===== config.mk =====
export PLATFORM = sky130hd
export DESIGN_NAME = sync_pulse_receiver_flat
export DESIGN_NICKNAME = d
export VERILOG_FILES = /design/src/rtl/sync_rx_pkg.sv /design/src/rtl/sync_rx_if.sv /design/src/rtl/sync_pulse_receiver_edge.sv /design/src/rtl/sync_pulse_receiver.sv /design/src/flat_wrapper.sv
export SDC_FILE = /design/constraint.sdc
export NUM_CORES = 1
export LEC_CHECK = 0
export BUFFER_PORTS_ARGS = -buffer_cell sky130_fd_sc_hd__buf_2
export CORE_ASPECT_RATIO = 1.1
export CORE_MARGIN = 5
export CORE_UTILIZATION = 35
export CTS_BUF_LIST = sky130_fd_sc_hd__clkbuf_8
export DETAILED_ROUTE_END_ITERATION = 8
export HOLD_SLACK_MARGIN = 0.06
export PLACE_DENSITY = 0.53
export SLEW_MARGIN = 20
export SYNTH_ARGS = -nofsm -noshare
export SYNTH_HDL_FRONTEND = slang
export SYNTH_HIERARCHICAL = 1
export SYNTH_SLANG_ARGS = --single-unit

===== constraint.sdc =====
create_clock -name i_Clk_p -period 9.4 [get_ports i_Clk_p]
set_input_delay 0.47 -clock i_Clk_p [delete_from_list [all_inputs] [get_ports i_Clk_p]]
set_output_delay 0.47 -clock i_Clk_p [all_outputs]
set_load 0.03 [all_outputs]

===== src/rtl/sync_rx_pkg.sv =====
// Shared types and defaults for the sync pulse receiver.
// Holds the state encoding and default counter / pulse-width parameters.
package sync_rx_pkg;

   typedef enum logic [1:0] {
      ST_IDLE    = 2'd0,
      ST_SEARCH  = 2'd1,
      ST_ACQUIRE = 2'd2,
      ST_LOCKED  = 2'd3
   } state_e;

   localparam int C_PERIOD_W_DEF  = 16;
   localparam int C_MIN_WIDTH_DEF = 2;

endpackage


===== src/rtl/sync_rx_if.sv =====
// Control/status bundle of the sync pulse receiver.
// Sync inputs, enable, clear, lock settings in; strobe, lock, stats out.
interface sync_rx_if #(
   parameter int W = 16
);
   logic         i_SyncRe_p;
   logic         i_SyncFe_p;
   logic         i_Enable_p;
   logic         i_ClearStats_p;
   logic [15:0]  iv16_ExpectedPeriod_p;
   logic [3:0]   iv4_Tolerance_p;
   logic [3:0]   iv4_LockCount_p;
   logic         o_SyncOut_p;
   logic         o_Locked_p;
   logic [W-1:0] ov16_MeasuredPeriod_p;
   logic [W-1:0] ov16_ErrorCount_p;
   logic         o_PhaseFe_p;
   logic [1:0]   ov2_State_p;

   modport master (
      output i_SyncRe_p, i_SyncFe_p, i_Enable_p, i_ClearStats_p,
      output iv16_ExpectedPeriod_p, iv4_Tolerance_p, iv4_LockCount_p,
      input  o_SyncOut_p, o_Locked_p, ov16_MeasuredPeriod_p,
      input  ov16_ErrorCount_p, o_PhaseFe_p, ov2_State_p
   );

   modport slave (
      input  i_SyncRe_p, i_SyncFe_p, i_Enable_p, i_ClearStats_p,
      input  iv16_ExpectedPeriod_p, iv4_Tolerance_p, iv4_LockCount_p,
      output o_SyncOut_p, o_Locked_p, ov16_MeasuredPeriod_p,
      output ov16_ErrorCount_p, o_PhaseFe_p, ov2_State_p
   );
endinterface


===== src/rtl/sync_pulse_receiver_edge.sv =====
// Rising-edge detect, high-width (runt) measurement and phase flag.
// Ports: clk/rst, sync re/fe samples in; edge, runt strobes, phase out.
module sync_edge_detect #(
   parameter int C_MIN_WIDTH = 2
) (
   input  logic i_Clk_p,
   input  logic i_Rst_p,
   input  logic i_SyncRe_p,
   input  logic i_SyncFe_p,
   output logic o_Edge_p,
   output logic o_Runt_p,
   output logic o_Phase_p
);
   localparam int HW = $clog2(C_MIN_WIDTH + 2);
   localparam logic [HW-1:0] C_MAX = HW'(C_MIN_WIDTH);

   logic          re_q;
   logic          fe_q;
   logic [HW-1:0] hcnt_q;
   logic [HW-1:0] hcnt_d;

   // hcnt_q holds the number of high cycles seen so far; on the
   // falling cycle it is the completed pulse width.
   always_comb begin
      o_Edge_p  = i_SyncRe_p && !re_q;
      o_Runt_p  = !i_SyncRe_p && re_q && (hcnt_q < C_MAX);
      o_Phase_p = fe_q;
      hcnt_d    = hcnt_q;
      if (o_Edge_p) begin
         hcnt_d = HW'(1);
      end else if (i_SyncRe_p && (hcnt_q < C_MAX)) begin
         hcnt_d = hcnt_q + HW'(1);
      end
   end

   always_ff @(posedge i_Clk_p) begin
      if (i_Rst_p) begin
         re_q   <= 1'b0;
         fe_q   <= 1'b0;
         hcnt_q <= '0;
      end else begin
         re_q   <= i_SyncRe_p;
         fe_q   <= i_SyncFe_p;
         hcnt_q <= hcnt_d;
      end
   end
endmodule


===== src/rtl/sync_pulse_receiver.sv =====
// Sync pulse receiver: period counter, tolerance check, lock FSM, stats.
// Ports: i_Clk_p, i_Rst_p (sync, active high), bus (sync_rx_if.slave).
module sync_pulse_receiver
   import sync_rx_pkg::*;
#(
   parameter int C_MIN_WIDTH = C_MIN_WIDTH_DEF,
   parameter int C_PERIOD_W  = C_PERIOD_W_DEF
) (
   input logic      i_Clk_p,
   input logic      i_Rst_p,
   sync_rx_if.slave bus
);
   localparam int CW = ((C_PERIOD_W > 16) ? C_PERIOD_W : 16) + 1;

   state_e                state_q, state_d;
   logic [3:0]            good_q, good_d;
   logic [C_PERIOD_W-1:0] cnt_q, cnt_d;
   logic [C_PERIOD_W-1:0] meas_q, meas_d;
   logic [C_PERIOD_W-1:0] err_q, err_d;
   logic                  phase_q, phase_d;
   logic                  strobe_q, strobe_d;

   logic          edge_w, runt_w, phase_w;
   logic          acc, good, miss, pred, in_lock, lock_err;
   logic [CW-1:0] cnt_x, exp_x, tol_x, diff;
   logic [3:0]    lock_n;

   sync_edge_detect #(
      .C_MIN_WIDTH(C_MIN_WIDTH)
   ) u_edge (
      .i_Clk_p   (i_Clk_p),
      .i_Rst_p   (i_Rst_p),
      .i_SyncRe_p(bus.i_SyncRe_p),
      .i_SyncFe_p(bus.i_SyncFe_p),
      .o_Edge_p  (edge_w),
      .o_Runt_p  (runt_w),
      .o_Phase_p (phase_w)
   );

   // Widened unsigned compare: threshold never wraps.
   always_comb begin
      acc     = edge_w && (state_q != ST_IDLE);
      cnt_x   = CW'(cnt_q);
      exp_x   = CW'(bus.iv16_ExpectedPeriod_p);
      tol_x   = CW'(bus.iv4_Tolerance_p);
      diff    = (cnt_x >= exp_x) ? cnt_x - exp_x : exp_x - cnt_x;
      good    = diff <= tol_x;
      lock_n  = (bus.iv4_LockCount_p == 4'd0) ? 4'd1
                                              : bus.iv4_LockCount_p;
      in_lock = state_q == ST_LOCKED;
      // An edge landing on the threshold is a bad edge, not a miss.
      miss    = in_lock && !acc && (cnt_x == exp_x + tol_x + CW'(1));
      // Flywheel strobe where the pulse was due.
      pred    = in_lock && !acc && (cnt_x == exp_x);
      lock_err = in_lock && ((acc && !good) || runt_w || miss);
   end

   always_comb begin
      state_d = state_q;
      good_d  = good_q;
      unique case (state_q)
         ST_IDLE: begin
            if (bus.i_Enable_p) state_d = ST_SEARCH;
         end
         ST_SEARCH: begin
            if (acc) begin
               state_d = ST_ACQUIRE;
               good_d  = 4'd0;
            end
         end
         ST_ACQUIRE: begin
            if (runt_w || (acc && !good)) begin
               good_d = 4'd0;
            end else if (acc) begin
               if (good_q != 4'hF) good_d = good_q + 4'd1;
               if (good_d >= lock_n) state_d = ST_LOCKED;
            end
         end
         ST_LOCKED: begin
            if (lock_err) begin
               state_d = ST_ACQUIRE;
               good_d  = 4'd0;
            end
         end
      endcase
      if (!bus.i_Enable_p) state_d = ST_IDLE;
   end

   always_comb begin
      cnt_d = cnt_q;
      if (state_q == ST_IDLE) begin
         cnt_d = '0;
      end else if (acc) begin
         cnt_d = C_PERIOD_W'(1);
      end else if (!(&cnt_q)) begin
         cnt_d = cnt_q + C_PERIOD_W'(1);
      end
      // First edge in SEARCH has no preceding edge to measure from.
      meas_d   = (acc && state_q != ST_SEARCH) ? cnt_q : meas_q;
      phase_d  = acc ? phase_w : phase_q;
      strobe_d = acc || pred;
      err_d    = err_q;
      if (bus.i_ClearStats_p) begin
         err_d = '0;
      end else if (lock_err && !(&err_q)) begin
         err_d = err_q + C_PERIOD_W'(1);
      end
   end

   always_ff @(posedge i_Clk_p) begin
      if (i_Rst_p) begin
         state_q  <= ST_IDLE;
         good_q   <= 4'd0;
         cnt_q    <= '0;
         meas_q   <= '0;
         err_q    <= '0;
         phase_q  <= 1'b0;
         strobe_q <= 1'b0;
      end else begin
         state_q  <= state_d;
         good_q   <= good_d;
         cnt_q    <= cnt_d;
         meas_q   <= meas_d;
         err_q    <= err_d;
         phase_q  <= phase_d;
         strobe_q <= strobe_d;
      end
   end

   // Reset kills a strobe already queued in the register.
   assign bus.o_SyncOut_p           = strobe_q && !i_Rst_p;
   assign bus.o_Locked_p            = state_q == ST_LOCKED;
   assign bus.ov16_MeasuredPeriod_p = meas_q;
   assign bus.ov16_ErrorCount_p     = err_q;
   assign bus.o_PhaseFe_p           = phase_q;
   assign bus.ov2_State_p           = state_q;
endmodule


===== src/flat_wrapper.sv =====
// flat-port wrapper written by rule: the top's interface ports become plain ports
module sync_pulse_receiver_flat import sync_rx_pkg::*;
#(
   parameter int C_MIN_WIDTH = C_MIN_WIDTH_DEF,
   parameter int C_PERIOD_W  = C_PERIOD_W_DEF
)
  (i_Clk_p, i_Rst_p, bus_i_SyncRe_p, bus_i_SyncFe_p, bus_i_Enable_p, bus_i_ClearStats_p, bus_iv16_ExpectedPeriod_p, bus_iv4_Tolerance_p, bus_iv4_LockCount_p, bus_o_SyncOut_p, bus_o_Locked_p, bus_ov16_MeasuredPeriod_p, bus_ov16_ErrorCount_p, bus_o_PhaseFe_p, bus_ov2_State_p);
  sync_rx_if #(.W(16)) bus_i ();
  input logic i_Clk_p;
  input logic i_Rst_p;
  input wire logic [$bits(bus_i.i_SyncRe_p)-1:0] bus_i_SyncRe_p;
  input wire logic [$bits(bus_i.i_SyncFe_p)-1:0] bus_i_SyncFe_p;
  input wire logic [$bits(bus_i.i_Enable_p)-1:0] bus_i_Enable_p;
  input wire logic [$bits(bus_i.i_ClearStats_p)-1:0] bus_i_ClearStats_p;
  input wire logic [$bits(bus_i.iv16_ExpectedPeriod_p)-1:0] bus_iv16_ExpectedPeriod_p;
  input wire logic [$bits(bus_i.iv4_Tolerance_p)-1:0] bus_iv4_Tolerance_p;
  input wire logic [$bits(bus_i.iv4_LockCount_p)-1:0] bus_iv4_LockCount_p;
  output wire logic [$bits(bus_i.o_SyncOut_p)-1:0] bus_o_SyncOut_p;
  output wire logic [$bits(bus_i.o_Locked_p)-1:0] bus_o_Locked_p;
  output wire logic [$bits(bus_i.ov16_MeasuredPeriod_p)-1:0] bus_ov16_MeasuredPeriod_p;
  output wire logic [$bits(bus_i.ov16_ErrorCount_p)-1:0] bus_ov16_ErrorCount_p;
  output wire logic [$bits(bus_i.o_PhaseFe_p)-1:0] bus_o_PhaseFe_p;
  output wire logic [$bits(bus_i.ov2_State_p)-1:0] bus_ov2_State_p;
  assign bus_i.i_SyncRe_p = bus_i_SyncRe_p;
  assign bus_i.i_SyncFe_p = bus_i_SyncFe_p;
  assign bus_i.i_Enable_p = bus_i_Enable_p;
  assign bus_i.i_ClearStats_p = bus_i_ClearStats_p;
  assign bus_i.iv16_ExpectedPeriod_p = bus_iv16_ExpectedPeriod_p;
  assign bus_i.iv4_Tolerance_p = bus_iv4_Tolerance_p;
  assign bus_i.iv4_LockCount_p = bus_iv4_LockCount_p;
  assign bus_o_SyncOut_p = bus_i.o_SyncOut_p;
  assign bus_o_Locked_p = bus_i.o_Locked_p;
  assign bus_ov16_MeasuredPeriod_p = bus_i.ov16_MeasuredPeriod_p;
  assign bus_ov16_ErrorCount_p = bus_i.ov16_ErrorCount_p;
  assign bus_o_PhaseFe_p = bus_i.o_PhaseFe_p;
  assign bus_ov2_State_p = bus_i.ov2_State_p;
  sync_pulse_receiver #(.C_MIN_WIDTH(C_MIN_WIDTH), .C_PERIOD_W(C_PERIOD_W)) u_core (.i_Clk_p(i_Clk_p), .i_Rst_p(i_Rst_p), .bus(bus_i));
endmodule

**After elaboration in Yosys (flattened, before gate mapping)**

Cells that the tools add are included.

- Bits in registers: 60
- Output and inout port bits: 37

- Add/subtract/negate cells: 8
- Order comparisons: 4
- Eq/ne operators: 14
- Multiplexer cells: 21
- Bitwise logic cells: 1
- Reductions and logical operators: 36

Operators with widths:

| cell | count |
|---|---|
| $mux 4 | 9 |
| $sub 16x16->17 | 2 |
| $add 16x1->16 const B | 2 |
| $reduce_and 16->1 | 2 |
| $add 16x4->17 | 1 |
| $add 17x1->17 const B | 1 |
| $eq 16x17->1 | 1 |
| $le 17x4->1 | 1 |
| $mux 17 | 1 |
| $eq 16x16->1 | 1 |
| $ge 16x16->1 | 1 |
| $logic_and 1x1->1 | 13 |
| $ne 2x1->1 const B | 6 |
| $pmux 4 s3 | 1 |
| $mux 2 | 5 |
| $pmux 2 s4 | 1 |
| $reduce_or 2->1 | 4 |
| $logic_not 1->1 | 6 |
| $reduce_and 5->1 | 1 |
| $add 4x1->4 const B | 1 |
| $eq 2x2->1 const B | 2 |
| $ge 4x4->1 | 1 |
| $logic_not 4->1 | 1 |
| $mux 1 | 4 |
| other kinds (13) | 16 |

**Depth between registers and ports, before layout**

Gate-level depths: netlist of the first run.

- Depth after elaboration: 13
- Depth in mapped cells: 26
- Depth with buffers taken out: 20

**By module**

Netlist of the first run, hierarchy kept.

By module, submodules not included:

| module | instances | cells an instance | area each (um2) | seq. area each (um2) |
|---|---|---|---|---|
| sync_pulse_receiver | 1 | 684 | 5,079.9 | 1,121.1 |
| sync_edge_detect | 1 | 14 | 157.7 | 80.1 |

**Worst setup path after synthesis of the first run**

Ideal clock, no wire load.

- Path type: in2reg
- From: input bus_iv16_ExpectedPeriod_p[4]
- To: register u_core.err_q[1] (netlist: u_core/bus.ov16_ErrorCount_p[1])
- Setup time: 128 ps
- Data arrival time: 4,465 ps
- Setup slack: 4,807 ps
- Stages on the path: 24
- Path buffers: 7
- Path through: clkbuf_1 -> inv_1 -> ha_1 -> buf_4 -> o211a_1 -> o31ai_1 -> a2111oi_1 -> and3b_1 -> buf_6 -> buf_6 -> o311ai_0 -> nand3_1 -> xor2_1 -> ha_1 -> a21oi_1 -> a41oi_1 -> a2111o_1 -> o31ai_1 -> and2_1 -> buf_6 -> buf_6 -> buf_6 -> mux2i_1 -> nor2_1

- Longest elaborated chain between the ends: 9

Ends and longest elaborated chain:

| item | line | text |
|---|---|---|
| start: declaration | flat_wrapper.sv:15 | `input wire logic [$bits(bus_i.iv16_ExpectedPeriod_p)-1:0] bus_iv16_ExpectedPeriod_p;` |
| branches (longest 6 deep; another with $add 16x4->17) | - |  |
| $logic_or 1x1->1 (*) | sync_pulse_receiver.sv:55 | `lock_err = in_lock && ((acc && !good) \|\| runt_w \|\| miss);` |
| $logic_and 1x1->1 (*) | sync_pulse_receiver.sv:55 |  |
| $logic_and 1x1->1 (*) | sync_pulse_receiver.sv:105 | `end else if (lock_err && !(&err_q)) begin` |
| end signal: assignment | sync_pulse_receiver.sv:124 | `err_q <= err_d;` |
| end: declaration | sync_pulse_receiver.sv:19 | `logic [C_PERIOD_W-1:0] err_q, err_d;` |

Every way passes the cells marked *.
A chain may end at the register's enable or synchronous reset.

**Final worst setup path of the first run**

- From: register u_core.cnt_q[13]
- To: register u_core.err_q[1] (netlist: u_core/bus.ov16_ErrorCount_p[1])

- Longest elaborated chain between the ends: 9

Ends and longest elaborated chain:

| item | line | text |
|---|---|---|
| start: declaration | sync_pulse_receiver.sv:17 | `logic [C_PERIOD_W-1:0] cnt_q, cnt_d;` |
| start signal: assignment | sync_pulse_receiver.sv:122 | `cnt_q <= cnt_d;` |
| $sub 16x16->17 / $ge 16x16->1 (equally long branches) | sync_pulse_receiver.sv:46 | `diff = (cnt_x >= exp_x) ? cnt_x - exp_x : exp_x - cnt_x;` |
| $mux 17 | sync_pulse_receiver.sv:46 |  |
| $le 17x4->1 | sync_pulse_receiver.sv:47 | `good = diff <= tol_x;` |
| $logic_not 1->1 | sync_pulse_receiver.sv:55 |  |
| $logic_and 1x1->1 | sync_pulse_receiver.sv:55 |  |
| $logic_or 1x1->1 | sync_pulse_receiver.sv:55 |  |
| $logic_or 1x1->1 (*) | sync_pulse_receiver.sv:55 |  |
| $logic_and 1x1->1 (*) | sync_pulse_receiver.sv:55 |  |
| $logic_and 1x1->1 (*) | sync_pulse_receiver.sv:105 |  |

Mark *: on every way between the ends. The rest lies on a longest branch, timed or not.

==> out/qor.yml, run 1 <==
sta:
  relSlewSlack_pct: 36.1
  tightest_slew_ns: 0.934
  tns_ns: 0
  finalCritPeriodShare_pct: 56.7
  setup_ws_ns: 4.07
  grt_setup_unrepaired: "false"
  fin_worst_hold_slack_ns: 0.352
  min_period_ns: 5.33
  slew_violations: 0
  finalHoldViolCount: 0
  max_freq_mhz: 188
  setup_violations: 0
  clock_skew_ns: 0.0103
logic_synthesis:
  synth_ff_type: "dfxtp_1"
  synth_area_leader_cell: "dfxtp_1"
  synth_edf_count: 0
  synth_warnings: 6
  avgSynthCellArea_um2: 7.50
  syn-cell-area_um2: 5240
  seq_area_frac_synth_pct: 22.9
  syn_nets: 778
  synth_cells: 698
  yosysTopAreaCellShare_pct: 22.9
  ys_types: 73
  synth_seq_cells: 60
  synthTopCellsByArea: "dfxtp_1 23%, ha_1 11%, a21oi_1 6.8%"
  synthArstFlopShare_pct: 0
cts:
  clk_latency_ns: 0.34
  clock_sinks: 60
  clockBufferDepth: 2
  cts_root_buffer: "clkbuf_8"
  cts_buffers: 9
  cts_tree: "yes"
  cts.hold.buffers_added: 0
  h-tree-depth: 3
  ctsResizeCount: 0
  post_cts_buffers: 0
  path_clk_slew_ns: 0.07
grt:
  grt_pass1_wl_mm: 26.1
  grt-ovfl-total: 0
  grt_pass1_vias: 5064
  grt.total_usage_pct: 18.1
  antenna_found_initial: 0
  grt_max_degree: 31
critical_path:
  critPathCaptureType: "flip-flop"
  critical-path-max-stage-delay_ns: 0.74
  required_ns: 9.62
  crit_fanout: 26
  crit_path_start_kind: "flip-flop"
  critical-path-slowest-cell: "and2_1"
  crit_chain: "ha_1, nand4_1, o221ai_1, a211oi_2, and3b_1, mux2i_1, xnor2_1, ha_1, o21ai_0, nand2b_1, a21oi_1, a41oi_1, a2111o_1, o31ai_1, and2_1, mux2i_1, nor2_1"
  cp.arrival_ns: 5.55
  path_class: "reg -> reg"
  setup.worst_path.start: "u_core/cnt_q[13]$_SDFFE_PP0N_"
  r2r-start: "u_core/cnt_q[13]$_SDFFE_PP0N_"
route:
  via_per_inst: 5.50
  drtIter0Drc: 303
  ant_nets: 0
  wl_per_cell_um: 17.2
  vias: 5189
  routed_wirelength_mm: 16.2
  firstDrtPassIters: 6
  drc: 0
cells_and_area:
  area_growth_syn_to_layout_pct: 11.9
  antenna_cells: 0
  drive_gt1_share_pct: 13.1
  nets: 822
  final-seq-area_um2: 1200
  multiInputGateArea_um2: 3630
  fillCellCount: 1585
floorplan:
  die_w_um: 127
  die-area_um2: 17500
  die_h_um: 138
  coreArea_um2: 14900
  placementRows: 47
  io_pins: 67
  initial_core_util_pct: 35.2
power:
  pwr_density_cell_nw_per_um2: 111
  leakagePower_nw: 2.39
  vdd_drop_max_v: 0.0000723
  design_power_total_mw: 0.652
placed_design:
  port_buffers: 66
  gp_congestion: 0.950
  dp_slack_ns: 3.93
  hpwl_mm: 13.1
min_path:
  hold_class: "in -> reg"
  hold_start: "bus_i_SyncFe_p"
flow_run:
  maxCapViolCount: 0
status:
  status: "finished clean"
-- logic make-up after synthesis --
kind of cell / synth area share, %
mux: 2.15
fa+ha+maj: 12.4
xor+xnor: 6.69
buf+inv: 7.84
simple gates: 25.4
flops: 22.9
compound gates: 22.6
-- routing by layer --
| metal | track usage [%] | up-vias | part of all wire [%] |
|---|---|---|---|
| li1 | - | 2569 | - |
| met1 | 23.1 | 2461 | 44 |
| met2 | 31.0 | 137 | 49 |
| met3 | 2.78 | 22 | 4.3 |
| met4 | 6.21 | 0 | 2.9 |
| met5 | 0 | - | 0 |
-- flip-flops by register name, indices dropped and copies added (netlist names) --
register and count:
u_core/bus.o_PhaseFe_p 1, u_core/u_edge/o_Phase_p 1, u_core/u_edge/re_q 1, u_core/bus.ov16_ErrorCount_p 16, u_core/strobe_q 1, u_core/bus.ov2_State_p 2, u_core/bus.ov16_MeasuredPeriod_p 16, u_core/cnt_q 16
u_core/u_edge/hcnt_q 2, u_core/good_q 4
-- final timing paths --
| path | end | slack [ns] | depth (start not counted) |
|---|---|---|---|
| max reg2reg | u_core/bus.ov16_ErrorCount_p[1]$_SDFFE_PP0P_ | 4.07 | 17 |
| min reg2reg | u_core/bus.ov16_MeasuredPeriod_p[4]$_SDFFE_PP0P_ | 0.46 | 2 |
| max | u_core/bus.ov16_ErrorCount_p[1]$_SDFFE_PP0P_ | 4.07 | 17 |
| min | u_core/u_edge/o_Phase_p$_SDFF_PP0_ | 0.35 | 2 |
-- cell usage after synthesis (4+ instances only) --
master    number
nor2_1        47
nand4_1       21
nor3b_1        4
xor2_1        10
or4_1          7
a21oi_1       71
buf_6          6
a21o_1         7
mux2i_1        9
buf_4          5
o21bai_1       4
o21a_1         5
o21ai_0       27
nor4_1         7
nand2b_1       4
nand3_1       26
nand2_1       80
o21ai_1        7
xnor2_1       30
nor2b_1       14
and2_1         6
a211oi_1       8
inv_1         56
a31oi_1        5
buf_2          7
and3_1         4
or3_1         15
nor3_1        11
o31ai_1        9
dfxtp_1       60
ha_1          47
clkbuf_1      15
-- worst max-delay path: cells and delay by family, from the launching register on --
family / cells / cell delay [ns]
fa+ha+maj: 2 / 0.68
mux: 2 / 0.59
flops: 1 / 0.54
xor+xnor: 1 / 0.16
compound gates: 7 / 1.44
simple gates: 5 / 1.79
-- power breakdown --
part / total [mW] / internal (mW) / switching, mW
Clock: 0.280 / 0.175 / 0.105
Combinational: 0.113 / 0.0438 / 0.0687
Sequential: 0.259 / 0.256 / 0.00263
-- stage by stage --
stage	util, %	cell area, um2	cells
detailed placement	37.8	5620	927
finish	39.4	5860	943
CTS	39.4	5860	943
floorplan	-	5240	698
global route	39.4	5860	943
global placement	37.8	5620	927
-- cell usage in the layout (no fill, tap or decap), types with 8 or more instances in the layout --
| master | n |
|---|---|
| o31ai_1 | 9 |
| nor3_1 | 11 |
| or3_1 | 15 |
| buf_2 | 66 |
| nor2b_1 | 14 |
| a211oi_1 | 8 |
| nand2_1 | 80 |
| mux2i_1 | 9 |
| nand3_1 | 26 |
| o21ai_0 | 27 |
| inv_1 | 56 |
| xnor2_1 | 30 |
| clkbuf_8 | 9 |
| nor2_1 | 47 |
| nand4_1 | 21 |
| dfxtp_1 | 60 |
| ha_1 | 47 |
| a21oi_1 | 71 |
| xor2_1 | 10 |
-- area by class of cell --
| type | count | area share (%) |
|---|---|---|
| inverter | 56 | 3.59 |
| timing repair buffer | 67 | 5.77 |
| clock inverter | 7 | 1.96 |
| sequential | 60 | 20.5 |
| clock buffer | 9 | 2.11 |
| tap | 196 | 4.19 |
| multi-input combinational | 548 | 61.9 |
No activity file was read; power rests on OpenSTA's default activity.
==> run 2: changes to the inputs <==
--- a/config.mk
+++ b/config.mk
@@ -12,7 +12,7 @@
 export CTS_BUF_LIST = sky130_fd_sc_hd__clkbuf_8
 export DETAILED_ROUTE_END_ITERATION = 8
 export HOLD_SLACK_MARGIN = 0.06
-export PLACE_DENSITY = 0.53
+export PLACE_DENSITY = 0.55
 export SLEW_MARGIN = 20
 export SYNTH_ARGS = -nofsm -noshare
 export SYNTH_HDL_FRONTEND = slang
==> constraint.sdc (replaced) <==
create_clock -name i_Clk_p -period 4.5 [get_ports i_Clk_p]
set_input_delay 0.225 -clock i_Clk_p [delete_from_list [all_inputs] [get_ports i_Clk_p]]
set_output_delay 0.225 -clock i_Clk_p [all_outputs]
set_load 0.03 [all_outputs]
==> run 2 against run 1 <==
  * Cell area up 6.4%
  * Worst hold slack worse by 0.26 ns
  * Sequential share of layout area down 1.2 points
  * Clock power up 57%
  * Final cell count up 4.6%
  * Sequential power up 110%
  * Utilization up 2.5 points
  * Non-clock buffer count up 43
  * Largest power group is now sequential cells
  * Highest routed layer unchanged
==> out/qor.yml, run 2 (synthesis gave the netlist of run 1 again) <==
status:
  status: "finished clean"
sta:
  finalCritPeriodShare_pct: 92.1  # +35 points
  fin_worst_hold_slack_ns: 0.0952  # -0.257 ns
  grt_setup_unrepaired: "false"
  setup_violations: 0  # unchanged
  tns_ns: 0  # unchanged
  tightest_slew_ns: 0.719  # -0.215 ns
  finalHoldViolCount: 0  # unchanged
  min_period_ns: 4.14  # -1.19 ns
  max_freq_mhz: 241  # +29%
  clock_skew_ns: 0.0124  # +0.00216 ns
  setup_ws_ns: 0.357  # -3.71 ns
  relSlewSlack_pct: 51.8  # +16 points
  slew_violations: 0  # unchanged
floorplan:
  die_w_um: 127  # unchanged
  io_pins: 67  # unchanged
  coreArea_um2: 14900  # unchanged
  die_h_um: 138  # unchanged
  initial_core_util_pct: 35.2  # unchanged
  placementRows: 47  # unchanged
  die-area_um2: 17500  # unchanged
critical_path:
  reg2reg_depth: 19  # +2
  cp_num_buf_inv: 2  # +2
  critical-path-max-stage-delay_ns: 0.47  # -0.27 ns
  path_class: "reg -> reg"
  required_ns: 4.77  # -4.85 ns
  crit_fanout: 26  # unchanged
  crit_chain: "buf_4, ha_1, nand4_1, nor4_4, a211oi_4, nand3b_2, or3_1, o311ai_1, nand3_1, xor2_1, ha_1, a21oi_1, a41oi_2, a2111o_1, o31ai_1, and2_1, buf_12, or4_1, a21oi_1"
  crit_family: "simple AND/OR/NAND/NOR gates"
  cp.arrival_ns: 4.41  # -1.14 ns
  cp.depth: 19  # +2
  critical-path-slowest-cell: "or4_1"
  critPathCaptureType: "flip-flop"
  crit_path_start_kind: "flip-flop"
cells_and_area:
  layout_common_cells: "80 x nand2_1, 69 x a21oi_1, 66 x buf_2"
  antenna_cells: 0  # unchanged
  final_common_cell: "nand2_1"
  drive_gt1_share_pct: 19.7  # +6.6 points
  fin_cells: 986  # +4.6%
  nets: 865  # +5.2%
  area_growth_syn_to_layout_pct: 19.1
  design_area_um2: 6240  # +6.4%
route:
  ant_nets: 0  # unchanged
  firstDrtPassIters: 5  # -1
  routed_wirelength_mm: 16.0  # -1.1%
  via_per_inst: 5.42  # -1.4%
  wl_per_cell_um: 16.2  # -5.4%
  vias: 5347  # +3.0%
  drc: 0  # unchanged
  drtIter0Drc: 321  # +5.9%
grt:
  grt-ovfl-total: 0  # unchanged
  grt.total_usage_pct: 17.7  # -0.41 points
  grt_pass1_wl_mm: 25.6  # -1.8%
  antenna_found_initial: 0  # unchanged
  grt_pass1_vias: 5224  # +3.2%
  grt_max_degree: 31  # unchanged
placed_design:
  dp_slack_ns: -0.146  # -4.08 ns
  port_buffers: 66  # unchanged
  place_area_um2: 5950  # +5.8%
  placed_cells: 969  # +4.5%
  gp_congestion: 0.937  # -1.3%
  hpwl_mm: 13.2  # +0.93%
power:
  pwr_density_cell_nw_per_um2: 198  # +78%
  leakagePower_nw: 2.59  # +8.4%
  vdd_drop_max_v: 0.000161  # +120%
cts:
  path_clk_slew_ns: 0.07  # about the same
  cts_root_buffer: "clkbuf_8"
  cts_tree: "yes"
  h-tree-depth: 3  # unchanged
  clockBufferDepth: 2  # unchanged
  cts.hold.buffers_added: 0  # unchanged
  clk_latency_ns: 0.35  # about the same
  cts_buffers: 9  # unchanged
  clock_sinks: 60  # unchanged
flow_run:
  maxCapViolCount: 0  # unchanged
min_path:
  hold_depth: 2  # unchanged
  hold_class: "in -> reg"
## run 2: worst paths after layout
kind | start | to | slack (ns)
min reg2reg | u_core/bus.ov16_MeasuredPeriod_p[7]$_SDFFE_PP0P_ | u_core/bus.ov16_MeasuredPeriod_p[7]$_SDFFE_PP0P_ | 0.45
min | bus_i_SyncFe_p | u_core/u_edge/o_Phase_p$_SDFF_PP0_ | 0.1
max | u_core/cnt_q[0]$_SDFFE_PP0P_ | u_core/bus.ov16_ErrorCount_p[13]$_SDFFE_PP0P_ | 0.36
max reg2reg | u_core/cnt_q[0]$_SDFFE_PP0P_ | u_core/bus.ov16_ErrorCount_p[13]$_SDFFE_PP0P_ | 0.36
## run 2: repair_timing
| item | in CTS | in global routing |
|---|---|---|
| pin swaps | 0 | 9 |
| gates cloned | 0 | 0 |
| setup endpoints to repair | 4 | 21 |
| resized for setup | 2 | 20 |
| setup buffers | 0 | 1 |
## run 2: area by class of cell
class	instances	area [um2]
clock buffers	10	138
flip-flops and latches	60	1200
multi-input cells	548	3730
inverters	56	210
fillers	1588	8640
well taps	196	245
clock inverters	6	40.0
repair buffers	110	673
## run 2: metal layers
layer	part of all wire (%)	wire [um]	track usage, %
met4	2.1	341	4.91
met1	42	6720	20.8
met2	51	8110	32.1
met3	5.2	838	3.78
met5	0	0	0
## run 2: report_power, final
| part | internal, mW | total (mW) | switching (mW) |
|---|---|---|---|
| Clock | 0.213 | 0.439 | 0.226 |
| Sequential | 0.535 | 0.540 | 0.00468 |
| Combinational | 0.106 | 0.257 | 0.152 |
## run 2: worst reg2reg max path, cell delays in order, from the launching register on
cell      delay (ns)
dfxtp_1         0.33
buf_4           0.15
ha_1            0.30
nand4_1         0.18
nor4_4          0.08
a211oi_4        0.33
nand3b_2        0.12
or3_1           0.35
o311ai_1        0.09
nand3_1         0.12
xor2_1          0.16
ha_1            0.31
a21oi_1         0.08
a41oi_2         0.27
a2111o_1        0.15
o31ai_1         0.08
and2_1          0.19
buf_12          0.16
or4_1           0.47
a21oi_1         0.15
## run 2: metrics by stage
step	utilization, %	power (mW)
4_1_cts	41.3	1.24
2_1_floorplan	-	0.716
3_5_place_dp	40.0	0.798
6_report	41.9	1.24
3_3_place_gp	40.0	0.793
5_1_grt	41.9	1.30
==> run 3: changes to the inputs <==
--- a/config.mk
+++ b/config.mk
@@ -5,6 +5,7 @@
 export SDC_FILE = /design/constraint.sdc
 export NUM_CORES = 1
 export LEC_CHECK = 0
+export ABC_AREA = 1
 export BUFFER_PORTS_ARGS = -buffer_cell sky130_fd_sc_hd__buf_2
 export CORE_ASPECT_RATIO = 1.1
 export CORE_MARGIN = 5
@@ -12,7 +13,7 @@
 export CTS_BUF_LIST = sky130_fd_sc_hd__clkbuf_8
 export DETAILED_ROUTE_END_ITERATION = 8
 export HOLD_SLACK_MARGIN = 0.06
-export PLACE_DENSITY = 0.55
+export PLACE_DENSITY = 0.54
 export SLEW_MARGIN = 20
 export SYNTH_ARGS = -nofsm -noshare
 export SYNTH_HDL_FRONTEND = slang
==> constraint.sdc (replaced) <==
create_clock -name i_Clk_p -period 4.5 [get_ports i_Clk_p]
set_input_delay 1.125 -clock i_Clk_p [delete_from_list [all_inputs] [get_ports i_Clk_p]]
set_output_delay 1.125 -clock i_Clk_p [all_outputs]
set_load 0.03 [all_outputs]
==> run 3 against run 2 <==
  * Sequential power is 3% higher
  * Total power rose by 16%
  * Final cell count up 32%
  * Clock power grew 23%
  * Clock skew increased by 0.0073 ns
  * Global-route usage about the same
  * Flip-flop and latch count stayed put
  * Critical path type is now in -> reg
  * Critical endpoint is now u_core/bus.ov16_ErrorCount_p[3]$_SDFFE_PP0P_
==> out/qor.yml, run 3 <==
status:
  status: "finished clean"
cells_and_area:
  final_common_cell: "nand2_1"
  design_area_um2: 7020  # +12%
  fin_cells: 1300  # +32%
  fillCellCount: 1911  # +20%
  antenna_cells: 0  # unchanged
  nets: 1167  # +35%
  layout_common_cells: "266 x nand2_1, 188 x inv_1, 75 x nor2_1"
  drive_gt1_share_pct: 14.0  # -5.7 points
  area_growth_syn_to_layout_pct: 17.4
  final-seq-area_um2: 1200  # -0.10%
  multiInputGateArea_um2: 3980  # +6.6%
  utilization_pct: 41.5  # -0.38 points
floorplan:
  die_w_um: 135  # +6.3%
  io_pins: 67  # unchanged
  initial_core_util_pct: 35.4  # +0.18 points
  die_h_um: 147  # +6.3%
  die-area_um2: 19800  # +13%
  coreArea_um2: 16900  # +14%
  placementRows: 50  # +6.4%
critical_path:
  critical-path-max-stage-delay_ns: 0.33  # -0.14 ns
  critPathCaptureType: "flip-flop"
  crit_path_start_kind: "input pin"
  r2r-start: "u_core/cnt_q[11]$_SDFFE_PP0N_"
  ff2ff_setup_slack_ns: 0.74  # +0.38 ns
  crit_top_cell: "nand2_1"
  crit_fanout: 8  # -69%
  cp.arrival_ns: 4.40  # about the same
  critical-path-slowest-cell: "ha_1"
  timing.rr.end: "u_core/bus.ov16_ErrorCount_p[3]$_SDFFE_PP0P_"
  path_class: "in -> reg"
  reg2reg_depth: 28  # +9
  required_ns: 4.72  # -0.05 ns
cts:
  clock_sinks: 60  # unchanged
  cts_root_buffer: "clkbuf_8"
  path_clk_slew_ns: 0.08  # about the same
  cts_buffers: 9  # unchanged
  h-tree-depth: 3  # unchanged
  clk_latency_ns: 0.35  # about the same
  cts_tree: "yes"
  clockBufferDepth: 2  # unchanged
  cts.hold.buffers_added: 0  # unchanged
placed_design:
  hpwl_mm: 14.5  # +10%
  placed_cells: 1283  # +32%
  port_buffers: 66  # unchanged
  gp_congestion: 0.901  # -3.8%
  place_area_um2: 6780  # +14%
grt:
  antenna_found_initial: 0  # unchanged
  grt.total_usage_pct: 17.7  # -0.036 points
  grt_pass1_wl_mm: 28.4  # +11%
  grt-ovfl-total: 0  # unchanged
  grt_pass1_vias: 5837  # +12%
  grt_max_degree: 33  # +6.5%
logic_synthesis:
  ys_types: 41  # -44%
  syn_nets: 1067  # +37%
  synth_ff_type: "dfxtp_1"
  synth_warnings: 6  # unchanged
  synth_seq_cells: 60  # unchanged
  ys_top_cells_by_count: "266 x nand2_1, 186 x inv_1, 76 x nor2_1, 70 x a21oi_1, 64 x nand3_1"
  yosysMostFrequentCell: "nand2_1"
  synth_cells: 987  # +41%
  synth_edf_count: 0  # unchanged
  synthArstFlopShare_pct: 0  # unchanged
  syn-cell-area_um2: 5980  # +14%
  avgSynthCellArea_um2: 6.06  # -19%
  seq_area_frac_synth_pct: 20.1  # -2.8 points
  synth_area_leader_cell: "dfxtp_1"
  synthTopCellsByArea: "dfxtp_1 20%, nand2_1 17%, inv_1 12%"
  yosysTopAreaCellShare_pct: 20.1  # -2.8 points
flow_run:
  maxCapViolCount: 0  # unchanged
min_path:
  hold_depth: 2  # unchanged
  hold_start: "u_core/bus.ov16_MeasuredPeriod_p[14]$_SDFFE_PP0P_"
  hold_class: "reg -> reg"
  holdPathEnd: "u_core/bus.ov16_MeasuredPeriod_p[14]$_SDFFE_PP0P_"
route:
  ant_nets: 0  # unchanged
  vias: 6170  # +15%
  drtIter0Drc: 348  # +8.4%
  routed_wirelength_mm: 17.6  # +9.9%
  via_per_inst: 4.75  # -12%
  wl_per_cell_um: 13.5  # -17%
  drc: 0  # unchanged
  firstDrtPassIters: 5  # unchanged
power:
  p_int_mw: 0.993  # +16%
  pwr_density_cell_nw_per_um2: 204  # +3.0%
  vdd_drop_max_v: 0.000160  # -0.32%
  leakagePower_nw: 3.62  # +40%
  sequentialPowerShare_pct: 38.7  # -5.0 points
  switching_share_pct: 30.7  # -0.23 points
  power_switching_mw: 0.439  # +15%
  pwr-share-clk_pct: 37.8  # +2.3 points
  combPwrFrac_pct: 23.4  # +2.6 points
sta:
  relSlewSlack_pct: 53.1  # +1.3 points
  tightest_slew_ns: 0.700  # -0.0189 ns
  grt_setup_unrepaired: "false"
  clock_skew_ns: 0.0197  # +0.00726 ns
  setup_violations: 0  # unchanged
  tns_ns: 0  # unchanged
  slew_violations: 0  # unchanged
  finalHoldViolCount: 0  # unchanged
  max_freq_mhz: 239  # -0.94%
  min_period_ns: 4.18  # +0.0394 ns
  finalCritPeriodShare_pct: 92.9  # +0.87 points
## run 3: how the worst max path moves through the flow
stage	startpoint	to	slack, ns	cells after the start
after floorplan	bus_iv16_ExpectedPeriod_p[8]	u_core/bus.ov16_ErrorCount_p[9]$_SDFFE_PP0P_	0.39	29
after global placement	bus_iv16_ExpectedPeriod_p[10]	u_core/good_q[0]$_SDFFE_PP0P_	0.07	31
after detailed placement	bus_iv16_ExpectedPeriod_p[11]	u_core/good_q[0]$_SDFFE_PP0P_	-0.02	31
after CTS	bus_iv16_ExpectedPeriod_p[11]	u_core/good_q[0]$_SDFFE_PP0P_	0.36	31
after global routing	bus_iv16_ExpectedPeriod_p[11]	u_core/bus.ov16_ErrorCount_p[2]$_SDFFE_PP0P_	0.01	30
final	bus_iv16_ExpectedPeriod_p[11]	u_core/bus.ov16_ErrorCount_p[3]$_SDFFE_PP0P_	0.32	30
## run 3: metrics by stage
step | worst slack [ns] | power (mW) | hold WS [ns]
6_report | 0.318 | 1.43 | 0.440
5_1_grt | 0.0108 | 1.52 | 0.453
4_1_cts | 0.362 | 1.45 | 0.444
3_5_place_dp | -0.0155 | 0.900 | 0.433
3_3_place_gp | 0.0698 | 0.899 | 0.430
2_1_floorplan | 0.386 | 0.790 | 0.430
## run 3: cell families (layout without fill, tap and decap cells)
family,count (synthesis),after routing,share of synthesized area [%]
xor gates and xnor gates,51,51,7.70
adders and majority gates,50,50,10.8
buffers and inverters,211,315,13.8
DFF,60,60,20.1
AOI/OAI and AO/OA,125,125,11.0
and+or+nand+nor,490,491,36.6
## run 3: timing repair
item,in CTS,in global routing
setup buffers,0,0
endpoints found under the setup margin,0,2
gates resized for setup,0,1
## run 3: routing by layer
layer	routed length (um)	up-vias	global-route usage, %
li1	-	3310	-
met2	8450	98	30.2
met1	8410	2745	23.5
met3	444	17	1.99
met4	280	0	4.89
met5	0	-	0
## run 3: critical path: cells and delay by family
family	cells	cell delay, ns
fa+ha+maj	2	0.62
simple gates	18	1.59
buf+inv	6	0.62
xor+xnor	1	0.11
compound gates	3	0.33
## run 3: power groups by stage
stage	combinational, mW	clock, mW	sequential, mW
2_1_floorplan	0.208	0	0.582
3_3_place_gp	0.332	0	0.567
3_5_place_dp	0.333	0	0.567
4_1_cts	0.335	0.559	0.555
5_1_grt	0.382	0.583	0.557
6_report	0.335	0.542	0.555
## run 3: cell type report
class / instances / share of cell area (%)
clock inverter: 6 / 1.14
multi-input combinational: 717 / 56.7
sequential: 60 / 17.1
timing repair buffer: 108 / 9.20
clock buffer: 10 / 1.96
inverter: 191 / 10.2
tap: 208 / 3.71
